===== src/rtl/market_pkg.sv =====
// Shared constants for the order feeder and the price matching engine.
package market_pkg;

    localparam int PRICE_W = 8;

    // Idle "no order" values the engine expects on its price inputs.
    localparam logic [PRICE_W-1:0] BUY_IDLE  = {PRICE_W{1'b0}};
    localparam logic [PRICE_W-1:0] SELL_IDLE = {PRICE_W{1'b1}};

    // Side encoding of the host order interface.
    localparam logic SIDE_BUY  = 1'b0;
    localparam logic SIDE_SELL = 1'b1;

endpackage


===== src/rtl/order_fifo.sv =====
// Synchronous FIFO holding the pending orders for one side.
// Pop on empty and push on full are ignored so the pointers can never
// run past each other.
module order_fifo #(
    parameter int PRICE_W = market_pkg::PRICE_W,
    parameter int DEPTH   = 4
) (
    input  logic                     clk,
    input  logic                     reset_n,
    input  logic                     push,
    input  logic [PRICE_W-1:0]       push_data,
    input  logic                     pop,
    output logic [PRICE_W-1:0]       head,
    output logic [$clog2(DEPTH):0]   count,
    output logic                     full,
    output logic                     empty
);

    localparam int AW = $clog2(DEPTH);
    localparam int CW = AW + 1;

    logic [PRICE_W-1:0] mem_r [DEPTH];
    logic [AW-1:0]      wr_ptr_r;
    logic [AW-1:0]      rd_ptr_r;
    logic [CW-1:0]      count_r;
    logic               do_push_s;
    logic               do_pop_s;

    assign full  = (count_r == CW'(DEPTH));
    assign empty = (count_r == {CW{1'b0}});
    assign head  = mem_r[rd_ptr_r];
    assign count = count_r;

    // Qualify the requests so overflow and underflow cannot corrupt state.
    always_comb begin
        do_push_s = push && !full;
        do_pop_s  = pop && !empty;
    end

    // Storage array: written at the tail on an accepted push.
    always_ff @(posedge clk or negedge reset_n) begin
        if (!reset_n) begin
            for (int i = 0; i < DEPTH; i++) begin
                mem_r[i] <= {PRICE_W{1'b0}};
            end
        end else if (do_push_s) begin
            mem_r[wr_ptr_r] <= push_data;
        end
    end

    // Pointers wrap naturally because DEPTH is a power of two.
    always_ff @(posedge clk or negedge reset_n) begin
        if (!reset_n) begin
            wr_ptr_r <= {AW{1'b0}};
            rd_ptr_r <= {AW{1'b0}};
        end else begin
            if (do_push_s) begin
                wr_ptr_r <= wr_ptr_r + AW'(1);
            end
            if (do_pop_s) begin
                rd_ptr_r <= rd_ptr_r + AW'(1);
            end
        end
    end

    // Occupancy: simultaneous push and pop leave it unchanged.
    always_ff @(posedge clk or negedge reset_n) begin
        if (!reset_n) begin
            count_r <= {CW{1'b0}};
        end else begin
            case ({do_push_s, do_pop_s})
                2'b10:   count_r <= count_r + CW'(1);
                2'b01:   count_r <= count_r - CW'(1);
                default: count_r <= count_r;
            endcase
        end
    end

endmodule


===== src/rtl/order_feeder.sv =====
// Feeds one buy and one sell price per clock into the matching engine,
// buffering host orders per side and substituting idle values when a
// side has nothing to issue.
module order_feeder #(
    parameter int                  PRICE_W   = market_pkg::PRICE_W,
    parameter int                  DEPTH     = 4,
    parameter logic [PRICE_W-1:0]  BUY_IDLE  = {PRICE_W{1'b0}},
    parameter logic [PRICE_W-1:0]  SELL_IDLE = {PRICE_W{1'b1}}
) (
    input  logic                     clk,
    input  logic                     reset_n,
    input  logic                     in_valid,
    output logic                     in_ready,
    input  logic                     in_side,
    input  logic [PRICE_W-1:0]       in_price,
    input  logic                     issue_en,
    output logic [PRICE_W-1:0]       buy_price,
    output logic [PRICE_W-1:0]       sell_price,
    output logic [$clog2(DEPTH):0]   buy_count,
    output logic [$clog2(DEPTH):0]   sell_count,
    output logic [7:0]               drop_count
);

    import market_pkg::*;

    logic                 buy_full_s;
    logic                 sell_full_s;
    logic                 buy_empty_s;
    logic                 sell_empty_s;
    logic [PRICE_W-1:0]   buy_head_s;
    logic [PRICE_W-1:0]   sell_head_s;
    logic                 accept_s;
    logic                 idle_order_s;
    logic                 buy_push_s;
    logic                 sell_push_s;
    logic                 buy_pop_s;
    logic                 sell_pop_s;
    logic                 drop_s;
    logic [PRICE_W-1:0]   buy_next_s;
    logic [PRICE_W-1:0]   sell_next_s;
    logic [PRICE_W-1:0]   buy_price_r;
    logic [PRICE_W-1:0]   sell_price_r;
    logic [7:0]           drop_count_r;

    // Ready reflects only the selected side's fullness, never a same-cycle pop.
    always_comb begin
        in_ready = 1'b0;
        if (in_side == SIDE_SELL) begin
            in_ready = !sell_full_s;
        end else begin
            in_ready = !buy_full_s;
        end
    end

    // Route an accepted order to its FIFO, or drop it if it carries the idle value.
    always_comb begin
        accept_s     = in_valid && in_ready;
        idle_order_s = 1'b0;
        if (in_side == SIDE_SELL) begin
            idle_order_s = (in_price == SELL_IDLE);
        end else begin
            idle_order_s = (in_price == BUY_IDLE);
        end
        drop_s      = accept_s && idle_order_s;
        buy_push_s  = accept_s && !idle_order_s && (in_side == SIDE_BUY);
        sell_push_s = accept_s && !idle_order_s && (in_side == SIDE_SELL);
    end

    // Issue selection: head entry when available, idle otherwise or when paused.
    always_comb begin
        buy_pop_s   = 1'b0;
        sell_pop_s  = 1'b0;
        buy_next_s  = BUY_IDLE;
        sell_next_s = SELL_IDLE;
        if (issue_en) begin
            buy_pop_s  = !buy_empty_s;
            sell_pop_s = !sell_empty_s;
            if (!buy_empty_s) begin
                buy_next_s = buy_head_s;
            end else begin
                buy_next_s = BUY_IDLE;
            end
            if (!sell_empty_s) begin
                sell_next_s = sell_head_s;
            end else begin
                sell_next_s = SELL_IDLE;
            end
        end else begin
            buy_next_s  = BUY_IDLE;
            sell_next_s = SELL_IDLE;
        end
    end

    // Price output registers, reloaded every cycle so no price is ever held.
    always_ff @(posedge clk or negedge reset_n) begin
        if (!reset_n) begin
            buy_price_r  <= BUY_IDLE;
            sell_price_r <= SELL_IDLE;
        end else begin
            buy_price_r  <= buy_next_s;
            sell_price_r <= sell_next_s;
        end
    end

    // Saturating count of idle-valued orders swallowed at the input.
    always_ff @(posedge clk or negedge reset_n) begin
        if (!reset_n) begin
            drop_count_r <= 8'h00;
        end else if (drop_s && (drop_count_r != 8'hFF)) begin
            drop_count_r <= drop_count_r + 8'h01;
        end else begin
            drop_count_r <= drop_count_r;
        end
    end

    assign buy_price  = buy_price_r;
    assign sell_price = sell_price_r;
    assign drop_count = drop_count_r;

    order_fifo #(
        .PRICE_W (PRICE_W),
        .DEPTH   (DEPTH)
    ) u_buy_fifo (
        .clk       (clk),
        .reset_n   (reset_n),
        .push      (buy_push_s),
        .push_data (in_price),
        .pop       (buy_pop_s),
        .head      (buy_head_s),
        .count     (buy_count),
        .full      (buy_full_s),
        .empty     (buy_empty_s)
    );

    order_fifo #(
        .PRICE_W (PRICE_W),
        .DEPTH   (DEPTH)
    ) u_sell_fifo (
        .clk       (clk),
        .reset_n   (reset_n),
        .push      (sell_push_s),
        .push_data (in_price),
        .pop       (sell_pop_s),
        .head      (sell_head_s),
        .count     (sell_count),
        .full      (sell_full_s),
        .empty     (sell_empty_s)
    );

endmodule


===== config.mk =====
export PLATFORM = sky130hd
export DESIGN_NAME = order_feeder
export DESIGN_NICKNAME = d
export VERILOG_FILES = /design/src/rtl/market_pkg.sv /design/src/rtl/order_fifo.sv /design/src/rtl/order_feeder.sv
export SDC_FILE = /design/constraint.sdc
export NUM_CORES = 1
export LEC_CHECK = 0
export ABC_AREA = 1
export BUFFER_PORTS_ARGS = -buffer_cell sky130_fd_sc_hd__buf_2
export CAP_MARGIN = 10
export CORE_UTILIZATION = 32
export DETAILED_ROUTE_END_ITERATION = 10
export PLACE_DENSITY = 0.57
export SETUP_SLACK_MARGIN = 0.2
export SLEW_MARGIN = 20
export SYNTH_ARGS = -nofsm -noshare
export SYNTH_HDL_FRONTEND = slang
export SYNTH_SLANG_ARGS = --single-unit

===== constraint.sdc =====
create_clock -name clk -period 2.5 [get_ports clk]
set_input_delay 0.125 -clock clk [delete_from_list [all_inputs] [get_ports clk]]
set_output_delay 0.125 -clock clk [all_outputs]
set_load 0.02 [all_outputs]

# == Yosys cells after proc, flatten, opt, wreduce, memory -nomap -nowiden ==
# Cells that the tools add are included.
# word_totals
reg_bits,102
inputBits,13
out_inout_bits,31
wordCells,89
# classes
n_addsub,9
magnitude_cmp,6
eq_ne,8
n_mux,22
bitwise_logic,5
n_reduce_logical,22
# ops
cell,n
$mux 8,10
$bwmux 32,2
$bmux 8 s2,2
$demux 8 s2,2
$ge 3x3->1 const B,4
$logic_and 1x1->1,12
$not 2->3,4
$pmux 3 s2,2
$add 2x1->2 const B,4
$add 8x1->8 const B,1
$eq 8x8->1 const B,1
$logic_not 8->1,1
$ne 8x8->1 const B,1
$add 3x1->3 const B,2
$eq 3x3->1 const B,2
$logic_not 3->1,2
$lt 3x1->1 const B,2
$sub 3x1->3 const B,2
$logic_not 1->1,5
$eq 2x1->1 const B,2
$eq 2x2->1 const B,2
$mux 1,4
$reduce_bool 2->1,2
$not 1->1,1

# == Longest topological paths before layout ==
# Gate-level depths: netlist of the first run.
# logic_depth
word_depth,9
depth_mapped,13
mapped_depth_nobuf,13

# == Hierarchy ==
# From an unflattened synthesis of the first run, not the netlist that was laid out.
# hier_totals
cells_unflattened,650
hier_area_um2,5223.8
# by_module_without_submodules
module,instances,cells_each,area_per_inst_um2,seq_area_each_um2
order_fifo,2,251,2031.9,975.9
order_feeder,1,148,1159.9,610.6

# == Least setup slack after synthesis of the first run ==
# Ideal clock, no wire load.
# synth_path
path_type,flip-flop to flip-flop
start,"reg u_buy_fifo.count_r[0], in the netlist u_buy_fifo.count[0]"
end,"reg u_buy_fifo.count_r[2], in the netlist u_buy_fifo.count[2]"
setup_ns,0.131
arrival_ns,2.150
required_time_ns,2.369
setup_slack_ns,0.219
path_stages_with_launch,11
n_path_buf,0
synth_period_minus_slack_ns,2.281
path_cell_list,dfrtp_1 nor2_1 nand3_2 nand3_1 nor3_1 inv_1 ha_1 fa_1 a21oi_1 o21ai_0 xor2_1
# synth_between
elab_chain_len,9
elab_cells_between_ends,17
cone_classes,add/sub (2); eq/ne (3); mux (3); reduce/logical (9)
# synth_lines
element,line_no,source
from (decl),order_fifo.sv:25,logic [CW-1:0] count_r;
from (signal assigned),order_fifo.sv:69,count_r <= {CW{1'b0}};
from (signal assigned),order_fifo.sv:72,2'b10: count_r <= count_r + CW'(1);
from (signal assigned),order_fifo.sv:73,2'b01: count_r <= count_r - CW'(1);
$eq 3x3->1,order_fifo.sv:29,assign full = (count_r == CW'(DEPTH));
$logic_not 1->1,"order_fifo.sv:36, order_feeder.sv:51",
$mux 1,order_feeder.sv:48,if (in_side == SIDE_SELL) begin
$logic_and 1x1->1,order_feeder.sv:57,accept_s = in_valid && in_ready;
$logic_and 1x1->1 (2 in series),order_feeder.sv:65,buy_push_s = accept_s && !idle_order_s && (in_side == SIDE_BUY);
$logic_and 1x1->1,order_fifo.sv:36,do_push_s = push && !full;
$eq 2x1->1 / $eq 2x2->1 (equally long branches),order_fifo.sv:71,"case ({do_push_s, do_pop_s})"
$pmux 3 s2 / $reduce_bool 2->1 (equally long branches),-,
# Parallel ways exist; a longest one is shown, timed or not.
# A chain may end at the register's enable or synchronous reset.

# == Final worst setup path of the first run ==
# Ends and elaborated chain as after synthesis.

==> flow_summary.yaml, run 1 <==
detailed_routing:
  drc: 0
  drtIter0Drc: 314
  firstDrtPassIters: 4
  routed_wl_um: 11700
  avgViaCountPerCell: 5.01
  num_vias: 3849
  ant_nets: 0
  avgRoutedWirePerCell_um: 15.3
floorplan:
  die_y_um: 125
  core_area_um2: 14600
  start_util_pct: 33.1
  die_w_um: 125
  die_area_um2: 15600
  io_pins: 44
  num_rows: 44
synth:
  synth_enable_flop_cells: 0
  synth_top_cell_area_share_pct: 48.5
  yosysMostFrequentCell: "nand2_1"
  syn-cell-area_um2: 4850
  synth_seq_cells: 102
  avgSynthCellArea_um2: 9.10
  synth_top_flop_cell: "dfrtp_1"
  syn_inst: 533
  yosysUniqueCellTypes: 32
  synth_nets: 559
  synth_top_cell_by_area: "dfrtp_1"
  seq_area_frac_synth_pct: 52.9
  yosys-top-cells-area: "dfrtp_1, nand2_1, nand4_1"
  async_flop_share_pct: 100
  synth_warnings: 0
  synth_commonest_cells: "nand2_1, dfrtp_1, nor2_1"
setup_path:
  path_buf_inv: 1
  critPathArrivalTime_ps: 2410
  critPathLaunchType: "flop"
  crit_slowest_cell: "dfrtp_2"
  slowest_delay_ps: 420
  cp_common_cell: "nand3_2"
  cp_cell_sequence: "nor2_2 -> nand3_2 -> nand3_2 -> nor3_4 -> inv_1 -> ha_1 -> fa_1 -> a21oi_1 -> o21ai_0 -> xor2_1"
  reg2reg_from: "u_buy_fifo.count[0]"
  worstPathRequired_ps: 2720
  crit_family: "adder cells"
  cp-end-kind: "flop"
  cp_max_fo: 4
  cp-startpoint: "u_buy_fifo.count[0]"
  crit_type: "flop to flop"
layout:
  multi_input_area_um2: 2030
  register_area_um2: 2560
  n_fill_cell: 1510
  drive_above_1_share_pct: 18.3
  nets: 605
  n_antenna_cell: 0
  synthToLayoutAreaGrowth_pct: 16.4
place:
  gp_congestion: 0.790
  dpl.hpwl_um: 7710
  port_buffers: 43
sta:
  grt_setup_unrepaired: "true"
  finalSetupViolCount: 0
  finalMaxSlewViolations: 0
  timing.final.crit_share_pct: 87.5
  skew_ps: 8.56
  period_minus_slack_ps: 2190
  max_freq_ghz: 0.457
  hold_violations: 0
  worst_pin_slew_ps: 646
  max_slew_margin_pct: 56.9
  tns_ps: 0
clock_tree:
  ctsRootBufferMaster: "clkbuf_16"
  clock_path_buffers: 2
  numCtsBuffers: 9
  cts_max_level: 3
  clk_pin_slew_worst_paths_ps: 70
  worst_skew_pair.late_latency_ps: 350
  cts_sinks: 102
  cts_tree: "yes"
grt:
  grt_usage_pct: 16.1
  antenna_found_initial: 0
  grt_max_degree: 62
  grt_pass1_vias: 3866
  grt_pass1_wl_um: 19800
  grt_overflow: 0
power:
  p_int_uw: 4310
  p_per_area_nw_per_um2: 1230
  swShare_pct: 38.1
  seq_power_share_pct: 41.1
  leakage_uw: 0.00270
  p_total_uw: 6960
  clkPwrFrac_pct: 23.2
  combPwrFrac_pct: 35.7
  peakVddDrop_v: 0.000544
  p_sw_uw: 2650
job:
  cap_viol_max_count: 0
worst_hold_path:
  worstHoldStart: "in_price[7]"
  worstHoldPathType: "input pin to flop"
run_status:
  run_status: "completed"
==> stage by stage <==
| stage | hold WS [ps] | instance area [um2] | utilization, % | worst slack [ps] | instances |
|---|---|---|---|---|---|
| after floorplan | -171 | 4850 | - | 219 | 533 |
| after global placement | 161 | 5240 | 35.8 | 200 | 746 |
| after detailed placement | 165 | 5240 | 35.8 | 137 | 746 |
| after CTS | 84.1 | 5590 | 38.2 | 229 | 763 |
| after global routing | 91.6 | 5640 | 38.5 | 184 | 768 |
| final | 92.4 | 5640 | 38.5 | 313 | 768 |
==> path summary, 6_finish.rpt <==
kind	slack, ps	to	cells after the start
min in group asynchronous	310	u_sell_fifo.mem_r[12]	2
worst max-delay path	310	u_buy_fifo.count[2]	10
worst min register to register	470	u_sell_fifo.mem_r[29]	2
worst min-delay path	90	u_sell_fifo.mem_r[7]	3
worst max register to register	310	u_buy_fifo.count[2]	10
max in group asynchronous	1430	sell_price[5]	3
==> state kept, by name, summed over array words and instances, names as in the netlist <==
register / count
u_sell_fifo.rd_ptr_r: 2
u_buy_fifo.wr_ptr_r: 2
u_buy_fifo.count: 3
u_buy_fifo.rd_ptr_r: 2
u_buy_fifo.mem_r: 32
u_sell_fifo.mem_r: 32
sell_price: 8
u_sell_fifo.wr_ptr_r: 2
buy_price: 8
u_sell_fifo.count: 3
drop_count: 8
==> cells by family after synthesis <==
group / synth area share, %
simple gates: 24.9
flops: 52.9
compound gates: 10.4
buf+inv: 5.60
xor+xnor: 2.35
fa+ha+maj: 3.66
mux: 0.232
==> per-layer routing <==
metal  global-route usage [%]  share of wire, %  vias to the layer above
li1                         -                 -                     1870
met1                     21.0                45                     1883
met4                     7.75               2.3                        0
met2                     25.7                48                       80
met3                     2.95               4.6                       16
met5                        0                 0                        -
==> area by class of cell <==
cell class | instances | share of cell area, %
clock buffer | 10 | 4.06
multi-input combinational | 373 | 36.0
sequential | 102 | 45.4
tap | 184 | 4.08
clock inverter | 6 | 1.97
inverter | 35 | 2.33
timing repair buffer | 58 | 6.12
==> worst register-to-register path, stage by stage, from the launching register on <==
cell,delay (ps)
dfrtp_2,420
nor2_2,70
nand3_2,90
nand3_2,140
nor3_4,260
inv_1,90
ha_1,220
fa_1,390
a21oi_1,130
o21ai_0,110
xor2_1,150
==> layout by cell type, fill, tap and decap left out, types with 9 or more instances in the layout <==
master,instances
ha_1,11
nand2_1,127
o21ai_1,38
clkbuf_16,9
buf_4,14
inv_1,33
o211ai_1,16
nor2_1,57
a21oi_1,10
dfrtp_1,93
nand4_1,36
o21ai_0,29
buf_2,42
==> power by group through the flow <==
stage / registers [uW] / clock network (uW) / logic (uW)
6_report: 2860 / 1610 / 2480
5_1_grt: 2960 / 1700 / 2820
4_1_cts: 2870 / 1650 / 2450
3_5_place_dp: 2890 / 0 / 2440
3_3_place_gp: 2860 / 0 / 2380
2_1_floorplan: 2950 / 0 / 1630
==> repair_timing <==
action | CTS | global route
hold buffers | 1 | 0
gates resized for setup | 1 | 4
setup endpoints to repair | 2 | 3
setup buffers | 0 | 5
endpoints found under the hold margin | 36 | 0
pin swaps | 0 | 1
Note: power is estimated with default switching activity, not from simulation.
==> run 2, diff against run 1 <==
CELL_PAD_IN_SITES_DETAIL_PLACEMENT = 0   (was not set)
CELL_PAD_IN_SITES_GLOBAL_PLACEMENT = 1   (was not set)
PLACE_DENSITY = 0.68   (was 0.57)
==> flow_summary.yaml, run 2 (synthesized netlist as in run 1, its figures left out) <==
clock_tree:
  worst_skew_pair.late_latency_ps: 350
  cts_sinks: 102
  clock_path_buffers: 2
  cts_tree: "yes"
  clk_pin_slew_worst_paths_ps: 70
  numCtsBuffers: 9
  cts_max_level: 3
  ctsRootBufferMaster: "clkbuf_16"
job:
  cap_viol_max_count: 0
grt:
  grt_pass1_wl_um: 19300
  grt_max_degree: 66
  grt_pass1_vias: 3650
  antenna_found_initial: 0
  grt_overflow: 0
  grt_usage_pct: 15.7
floorplan:
  num_rows: 44
  die_y_um: 125
  core_area_um2: 14600
  io_pins: 44
  die_w_um: 125
  die_area_um2: 15600
  start_util_pct: 33.1
place:
  dpl.hpwl_um: 7680
  port_buffers: 43
  gp_congestion: 0.759
  dp_slack_ps: 145
sta:
  max_freq_ghz: 0.467
  worst_pin_slew_ps: 841
  tns_ps: 0
  fin_hold_ws_ps: 84.5
  finalSetupViolCount: 0
  grt_setup_unrepaired: "false"
  finalWorstSetupSlack_ps: 361
  timing.final.crit_share_pct: 85.6
  period_minus_slack_ps: 2140
  finalMaxSlewViolations: 0
  hold_violations: 0
  max_slew_margin_pct: 43.9
  skew_ps: 6.88
detailed_routing:
  firstDrtPassIters: 6
  avgViaCountPerCell: 4.94
  num_vias: 3780
  ant_nets: 0
  drc: 0
  routed_wl_um: 11300
  drtIter0Drc: 319
  avgRoutedWirePerCell_um: 14.8
setup_path:
  cp_max_fo: 4
  critPathArrivalTime_ps: 2370
  crit_type: "flop to flop"
  worstPathRequired_ps: 2730
  cp-end-kind: "flop"
  r2r_cells: 11
  critPathLaunchType: "flop"
layout:
  final_util_pct: 38.1
  mostFrequentLayoutCell: "nand2_1"
  nets: 602
  layout.cells.most_common_list: "nand2_1, dfrtp_1, nor2_1, buf_2, o21ai_1"
  largestRegisters: "u_buy_fifo.mem_r (32), u_sell_fifo.mem_r (32)"
  synthToLayoutAreaGrowth_pct: 15.2
  drive_above_1_share_pct: 18.2
  n_antenna_cell: 0
power:
  leakage_uw: 0.00267
  peakVddDrop_v: 0.000526
  p_per_area_nw_per_um2: 1200
worst_hold_path:
  worstHoldPathType: "input pin to flop"
  min_path_cells: 3
run_status:
  run_status: "completed"
## run 2: where the power goes
group	switching (uW)	total (uW)	leakage, uW	internal [uW]
clock network	604	1430	0.000152	826
logic	1510	2410	0.00125	893
registers	460	2860	0.00127	2400
total	2580	6700	0.00267	4120
## run 2: what timing repair did
action                     4_1_cts  5_1_grt
hold endpoints to repair        54        0
setup endpoints to repair        1        3
hold buffers                     1        0
gates cloned                     0        0
buffers inserted                 0        1
pin swaps                        0        1
gates resized for setup          1        7
## run 2: critical path, cell delays in order, from the launching register on
cell     delay, ps
dfrtp_2        440
nor2_1         180
nand3_2        130
nand3_4        120
nor2_4          50
nand2_1        100
ha_1           160
inv_1           70
fa_1           380
a21oi_1        140
o21ai_0        110
xor2_1         150
## run 2: final timing paths
path	slack, ps	endpoint	start
hold reg to reg	470	u_sell_fifo.mem_r[5]	u_sell_fifo.mem_r[5]
setup / recovery	360	u_sell_fifo.count[2]	u_buy_fifo.count[0]
max in group asynchronous	1290	u_buy_fifo.mem_r[30]	reset_n
hold / removal	80	u_sell_fifo.mem_r[14]	in_price[6]
min in group asynchronous	430	u_sell_fifo.mem_r[2]	reset_n
setup reg to reg	360	u_sell_fifo.count[2]	u_buy_fifo.count[0]
## run 2: cell type report
type,instances,area [um2]
fill,1518,9060
sequential,102,2560
multi-input combinational,373,2050
timing repair buffer,55,310
clock buffer,12,256
tap,184,230
inverter,35,131
clock inverter,4,45.0
## run 2: through the flow
stage / total power, uW / instances / area [um2]
final: 6700 / 765 / 5580
after global placement: 5240 / 747 / 5230
after floorplan: 4570 / 533 / 4850
after CTS: 6750 / 764 / 5550
after detailed placement: 5290 / 747 / 5230
after global routing: 7270 / 765 / 5580
## run 2: routing by layer
metal	wire length, um	vias to the layer above	track usage (%)
met5	0	-	0
li1	-	1855	-
met1	5420	1832	22.0
met3	470	12	3.04
met2	5250	81	23.4
met4	186	0	7.10
==> run 3, diff against run 2 <==
PLACE_DENSITY = 0.7   (was 0.68)
clock period = 1.8 ns   (was 2.5 ns; I/O delays follow)
==> flow_summary.yaml, run 3 (synthesized netlist as in run 1, its figures left out) <==
run_status:
  run_status: "finished, violations left"
  violations: "negative setup slack"
setup_path:
  cp_max_fo: 3
  r2r_cells: 11
  cp_cell_sequence: "nor2_4 -> nand3_2 -> nand3_4 -> nor2_4 -> nand2_2 -> ha_4 -> inv_2 -> fa_2 -> a21oi_1 -> o21ai_1 -> xor2_1"
  reg2reg_to: "u_sell_fifo.count[2]"
  cp_common_cell: "nor2_4"
  reg2reg_from: "u_sell_fifo.count[1]"
  reg2reg_slack_ps: -110
  crit_family: "simple AND/OR/NAND/NOR gates"
  slowest_delay_ps: 420
  critPathLaunchType: "flop"
  critPathArrivalTime_ps: 2140
  crit_slowest_cell: "dfrtp_2"
  crit_type: "flop to flop"
  cp-end-kind: "flop"
  path_buf_inv: 1
  worstPathRequired_ps: 2030
detailed_routing:
  firstDrtPassIters: 4
  drc: 0
  routed_wl_um: 12600
  ant_nets: 0
  avgViaCountPerCell: 4.95
  avgRoutedWirePerCell_um: 15.3
  drtIter0Drc: 248
  num_vias: 4053
layout:
  nets: 656
  layout.cells.most_common_list: "nand2_1, dfrtp_1, buf_4, nor2_1, buf_2"
  largestRegisters: "u_buy_fifo.mem_r (32), u_sell_fifo.mem_r (32)"
  synthToLayoutAreaGrowth_pct: 27.0
  mostFrequentLayoutCell: "nand2_1"
  drive_above_1_share_pct: 27.1
  n_antenna_cell: 0
  final_util_pct: 42.1
clock_tree:
  worst_skew_pair.late_latency_ps: 350
  cts_tree: "yes"
  clock_path_buffers: 2
  clk_pin_slew_worst_paths_ps: 70
  cts_max_level: 3
  numCtsBuffers: 9
  ctsRootBufferMaster: "clkbuf_16"
  cts_sinks: 102
power:
  leakage_uw: 0.00296
  combPwrFrac_pct: 39.5
  p_total_uw: 10400
  swShare_pct: 37.1
  p_sw_uw: 3840
  p_per_area_nw_per_um2: 1680
  seq_power_share_pct: 37.7
  p_int_uw: 6520
  peakVddDrop_v: 0.000511
  clkPwrFrac_pct: 22.7
sta:
  timing.final.crit_share_pct: 106
  finalMaxSlewViolations: 0
  max_freq_ghz: 0.524
  tns_ps: -253
  worst_pin_slew_ps: 395
  max_slew_margin_pct: 73.7
  finalSetupViolCount: 3
  skew_ps: 9.64
  hold_violations: 0
  period_minus_slack_ps: 1910
  grt_setup_unrepaired: "true"
  finalWorstSetupSlack_ps: -108
floorplan:
  io_pins: 44
  die_y_um: 125
  start_util_pct: 33.1
  die_w_um: 125
  die_area_um2: 15600
  num_rows: 44
  core_area_um2: 14600
grt:
  grt_pass1_wl_um: 20700
  grt_overflow: 0
  use_met3_pct: 2.78
  use_met2_pct: 28.0
  grtUsageMet1_pct: 21.9
  grt_usage_pct: 16.9
  antenna_found_initial: 0
  grt_pass1_vias: 3966
  grt_max_degree: 37
  grt-busiest-layer: "met2"
job:
  cap_viol_max_count: 0
worst_hold_path:
  worstHoldPathType: "input pin to flop"
  worstHoldStart: "in_price[0]"
  holdPathEnd: "u_sell_fifo.mem_r[24]"
  min_path_cells: 3
place:
  dp_slack_ps: -171
  port_buffers: 43
  dpl.hpwl_um: 8590
  gp_congestion: 0.764
run 3: cell types whose count changed in the layout (fill, tap and decap cells not counted), moves of 3 or more:
cell       previous run  this run
buf_4                12        61
buf_12                0         4
bufinv_16             1         4
clkinv_2              3         0
nand2_1             127       124
nand2_2               2         5
nor2_4                1         4
o21ai_0              29        26
run 3: power by group through the flow:
stage | clock [uW] | sequential [uW] | combinational [uW]
floorplan | 0 | 4110 | 2320
global placement | 0 | 3870 | 3860
detailed placement | 0 | 3920 | 3940
CTS | 2400 | 3910 | 4060
global route | 2500 | 4040 | 4620
finish | 2350 | 3910 | 4100
run 3: worst max-delay path by stage:
stage | from | cells past startpoint | to | slack [ps]
floorplan | u_sell_fifo.count[1] | 10 | u_buy_fifo.count[2] | -160
global placement | u_sell_fifo.count[1] | 10 | u_buy_fifo.count[2] | -140
detailed placement | u_sell_fifo.count[1] | 8 | u_buy_fifo.count[1] | -170
CTS | u_buy_fifo.count[1] | 11 | u_sell_fifo.count[2] | -80
global route | u_sell_fifo.count[1] | 11 | u_sell_fifo.count[2] | -210
finish | u_sell_fifo.count[1] | 11 | u_sell_fifo.count[2] | -110
run 3: what timing repair did:
action / in CTS / in global routing
pin swaps: 12 / 4
hold endpoints to repair: 34 / 0
resized for setup: 4 / 3
gates cloned: 0 / 1
hold buffers: 1 / 0
setup endpoints to repair: 35 / 68
setup buffers: 8 / 7
run 3: final cells by class:
class,instances,area [um2]
Sequential cell,102,2570
Inverter,35,131
Clock inverter,4,120
Fill cell,1448,8490
Tap cell,184,230
Multi-Input combinational cell,374,2110
Clock buffer,12,236
Timing Repair Buffer,108,758
run 3: worst min-delay path, stage by stage:
cell	delay, ps
buf_2	150
nand4_1	100
nand2_1	50
run 3: metrics by stage:
step / cell area [um2] / hold WS [ps] / cells
2_1_floorplan: 4910 / -206 / 533
3_3_place_gp: 5600 / 27.1 / 786
3_5_place_dp: 5600 / 31.7 / 786
4_1_cts: 6080 / 59.2 / 811
5_1_grt: 6160 / 82.1 / 819
6_report: 6160 / 72.0 / 819
run 3: per-layer routing:
layer,part of all wire (%),up-vias
met2,49,79
met1,45,1988
met3,3.8,18
met4,2.0,0
li1,-,1968
met5,0,-
